**src/rtl/bcd_pkg.sv**
```systemverilog
// bcd_pkg: shared state encoding and sizing for the BCD-to-binary converter
package bcd_pkg;
  typedef enum logic [1:0] {OCIOSO, CONV, FEITO} estado_t;
  localparam int N_DIG = 4;
  localparam int DIGITO_MAX = 9;
  localparam int ACC_W = 14;
endpackage

```
**src/rtl/passo_bcd.sv**
```systemverilog
// passo_bcd: one Horner step acc*10+digit using shifts, plus digit range flag
module passo_bcd
  import bcd_pkg::*;
(
  input  logic [ACC_W-1:0] acc,
  input  logic [3:0]       digito,
  output logic [ACC_W-1:0] prox,
  output logic             invalido
);
  // acc*10 = acc*8 + acc*2; only digits 0..9 are legal BCD
  always_comb begin
    prox = {acc[ACC_W-4:0], 3'b000} + {acc[ACC_W-2:0], 1'b0} + {{(ACC_W-4){1'b0}}, digito};
    invalido = digito > 4'(DIGITO_MAX);
  end
endmodule

```
**src/rtl/bcd_para_bin.sv**
```systemverilog
// bcd_para_bin: serial 4-digit BCD to binary converter, one digit per clock
module bcd_para_bin
  import bcd_pkg::*;
#(
  parameter int N_DIG = bcd_pkg::N_DIG
) (
  input  logic        clock,
  input  logic        reset,
  input  logic        inicio,
  input  logic [3:0]  entrada1,
  input  logic [3:0]  entrada2,
  input  logic [3:0]  entrada3,
  input  logic [3:0]  entrada4,
  output logic [31:0] valor,
  output logic        pronto,
  output logic        ocupado,
  output logic        erro
);
  estado_t estado, prox_estado;
  logic [N_DIG-1:0][3:0] dig;
  logic [ACC_W-1:0] acc, prox_acc;
  logic [1:0] idx;
  logic err, inv, aceita, ultimo;
  passo_bcd u_passo (.acc(acc), .digito(dig[N_DIG-1]), .prox(prox_acc), .invalido(inv));
  // state register
  always_ff @(posedge clock or posedge reset)
    if (reset) estado <= OCIOSO;
    else estado <= prox_estado;
  // next state and status outputs; a request in FEITO restarts without an idle cycle
  always_comb begin
    aceita = inicio && (estado != CONV);
    ultimo = (estado == CONV) && (idx == 2'(N_DIG-1));
    prox_estado = aceita ? CONV : ultimo ? FEITO : (estado == FEITO) ? OCIOSO : estado;
    pronto = estado == FEITO;
    ocupado = estado == CONV;
  end
  // datapath: latch digits most significant first, shift one out per step, publish on FEITO entry
  always_ff @(posedge clock or posedge reset)
    if (reset) begin
      dig <= '0;
      acc <= '0;
      idx <= '0;
      err <= 1'b0;
      valor <= '0;
      erro <= 1'b0;
    end else if (aceita) begin
      dig <= {entrada4, entrada3, entrada2, entrada1};
      acc <= '0;
      idx <= '0;
      err <= 1'b0;
    end else if (estado == CONV) begin
      dig <= {dig[N_DIG-2:0], 4'h0};
      acc <= prox_acc;
      idx <= idx + 2'd1;
      err <= err | inv;
      if (ultimo) begin
        valor <= (err | inv) ? 32'd0 : 32'(prox_acc);
        erro <= err | inv;
      end
    end
endmodule

```
**config.mk**
```make
export PLATFORM = sky130hd
export DESIGN_NAME = bcd_para_bin
export DESIGN_NICKNAME = d
export VERILOG_FILES = /design/src/rtl/bcd_pkg.sv /design/src/rtl/passo_bcd.sv /design/src/rtl/bcd_para_bin.sv
export SDC_FILE = /design/constraint.sdc
export NUM_CORES = 1
export LEC_CHECK = 0
export ABC_AREA = 1
export CAP_MARGIN = 20
export CORE_MARGIN = 5
export CORE_UTILIZATION = 48
export DETAILED_ROUTE_END_ITERATION = 16
export PLACE_DENSITY = 0.87
export SETUP_SLACK_MARGIN = 0.4
export SLEW_MARGIN = 20
export SYNTH_ARGS = -nofsm -noshare
export SYNTH_HDL_FRONTEND = slang
export SYNTH_HIERARCHICAL = 1
export SYNTH_SLANG_ARGS = --single-unit
```
**constraint.sdc**
```tcl
create_clock -name clock -period 2 [get_ports clock]
set_input_delay 0.4 -clock clock [delete_from_list [all_inputs] [get_ports clock]]
set_output_delay 0.4 -clock clock [all_outputs]
set_load 0.005 [all_outputs]
```
==> flow_metrics.env <==
export IMPL_outcome="complete, but fails checks"
export IMPL_violations="negative setup slack"
export IMPL_ant_nets=0
export IMPL_grt_pass1_vias=2812
export IMPL_hp_class="input port to async pin"
export IMPL_finalHoldViolCount=0
export IMPL_path_class="flip-flop to flip-flop"
export IMPL_drv_slew=0
export IMPL_diodes=0
export IMPL_avgViaCountPerCell=5.326
export IMPL_cp_start_kind="flip-flop"
export IMPL_cts_tree="done"
export IMPL_remaining_drc_errors=0
export IMPL_io_buffers=35
export IMPL_cp_endpoint="valor[11]"
export IMPL_synth_cells=414
export IMPL_drive_gt1_frac=0.1653
export IMPL_dp_hpwl_um=5136
export IMPL_die_h_um=91.31
export IMPL_die_x_um=91.31
export IMPL_placed_area_um2=3558
export IMPL_nets=515
export IMPL_fin_util=0.6178
export IMPL_startpoint="dig[15]"
export IMPL_end_kind="flip-flop"
export IMPL_critPathRequiredTime_ns=2.20
export IMPL_drt_iter0_markers=188
export IMPL_cts_made_buffers=5
export IMPL_wl_per_cell_um=14.27
export IMPL_maxCapViolCount=0
export IMPL_vias=2924
export IMPL_arrival_ns=2.39
export IMPL_synthToLayoutAreaGrowth_pct=24.33
export IMPL_finalCritPeriodShare=1.094
export IMPL_ctsHtreeMaxLevel=2
export IMPL_drt_wl_total_um=7835
export IMPL_grt_max_degree=50
export IMPL_clock_path_buffers=2
export IMPL_r2r_end="valor[11]"
export IMPL_finalSetupTns_ns=-1.889
export IMPL_avgSynthCellArea_um2=7.664
export IMPL_antenna_found_initial=0
export IMPL_crit_fanout=6
export IMPL_core_area_um2=6386
export IMPL_pin_count=54
export IMPL_max_clock_freq_mhz=457.2
export IMPL_setup_viol=18
export IMPL_r2r_worst_path_cells=16
export IMPL_die_area_um2=8337
export IMPL_overflow=0
export IMPL_core_rowCount=29
export IMPL_initial_core_util=0.4969
export IMPL_clock_sinks=49
export IMPL_first_pass_iters=6
export IMPL_r2r_start="dig[15]"
export IMPL_layout_min_cycle_time_ns=2.187
export IMPL_ys_warn_count=6
export IMPL_ir_drop_mv=1.119
export IMPL_fin_ws_ns=-0.1873
export IMPL_fin_worst_skew_ns=0.005796
export IMPL_gr_usage_all_layers=0.1729
export IMPL_final_area_um2=3945
export IMPL_gp_congestion=0.8782
export IMPL_pwr_density_cell_nw_per_um2=1963
export IMPL_rsz0062_at_grt="yes"
export IMPL_insertion_delay_ns=0.30
export IMPL_path_clk_slew_ns=0.09
export IMPL_synth_area_um2=3173
export IMPL_r2r_slack_ns=-0.19
export IMPL_leakage_nw=2.165
export IMPL_grt_pass1_wl_um=12200
export IMPL_cts_root_buf="clkbuf_8"
==> through the flow <==
stage	total power, mW	worst slack [ns]	std cells	hold slack [ns]
final	7.743	-0.1873	549	0.4494
after floorplan	4.920	0.007202	431	0.4644
after global placement	5.857	-0.09203	527	0.4595
after detailed placement	6.049	-0.1885	527	0.4664
after global routing	8.436	-0.3680	549	0.4778
after CTS	7.043	-0.1230	540	0.4607
==> flip-flops by register name, indices dropped and copies added, names as in the netlist <==
signal	flops
acc	13
err	1
estado	2
valor	14
dig	16
erro	1
idx	2
==> repair_timing <==
item                                    4_1_cts  5_1_grt
pin swaps                                    26       15
setup buffers                                 5        9
endpoints found under the setup margin       24       53
gates resized for setup                      14       33
hold buffers                                  0        0
==> worst min path at each step <==
stage / start / end / slack (ns) / cells past startpoint
after floorplan: idx[0] / idx[0] / 0.46 / 1
after global placement: erro / erro / 0.46 / 2
after detailed placement: erro / erro / 0.47 / 2
after CTS: reset / valor[0] / 0.46 / 3
after global routing: reset / valor[0] / 0.48 / 3
final: reset / estado[1] / 0.45 / 3
==> cells in the final DEF (no fill, tap or decap), types with 4 or more instances in the layout <==
cell and n:
buf_6 5, xor2_1 4, o21ai_1 10, dfrtp_1 49, ha_1 17, conb_1 18
inv_2 7, inv_1 42, nand2_2 7, nor2_1 23, nand3_1 68, nand2_1 114
dlymetal6s2s_1 4, ha_4 5, clkbuf_8 6, buf_4 27, clkdlybuf4s50_1 28
==> power breakdown <==
part / total [mW] / internal [mW] / switching (mW) / leakage (nW)
logic: 5.30 / 2.29 / 3.01 / 1.48
clock network: 0.726 / 0.408 / 0.318 / 0.0585
registers: 1.71 / 1.44 / 0.277 / 0.629
total: 7.74 / 4.13 / 3.61 / 2.16
==> layer usage <==
layer	track usage	share of wire	vias to the layer above
li1	-	-	1383
met1	0.2035	0.39	1408
met2	0.3125	0.54	112
met3	0.02810	0.053	21
met4	0.06724	0.020	0
met5	0	0	-
==> worst max-delay path, stage by stage (launching register included) <==
cell	delay, ns
dfrtp_1	0.37
inv_2	0.05
fa_1	0.44
inv_2	0.08
ha_4	0.23
nand2_2	0.12
nand2_1	0.09
nand2_1	0.10
nand2_1	0.06
nand2_1	0.08
nand3_1	0.10
nand2_1	0.09
nand2_1	0.06
inv_1	0.07
nor2_1	0.04
nand2_1	0.07
nand2_1	0.04
==> final cells by class <==
class / count / area [um^2]
Inverter: 50 / 187.7
Tap cell: 77 / 96.34
Fill cell: 520 / 2441
Sequential cell: 49 / 1226
Multi-Input combinational cell: 297 / 1687
Clock inverter: 1 / 30.03
Clock buffer: 7 / 86.33
Timing Repair Buffer: 68 / 631.9
Power figures use the tool's default switching activity.
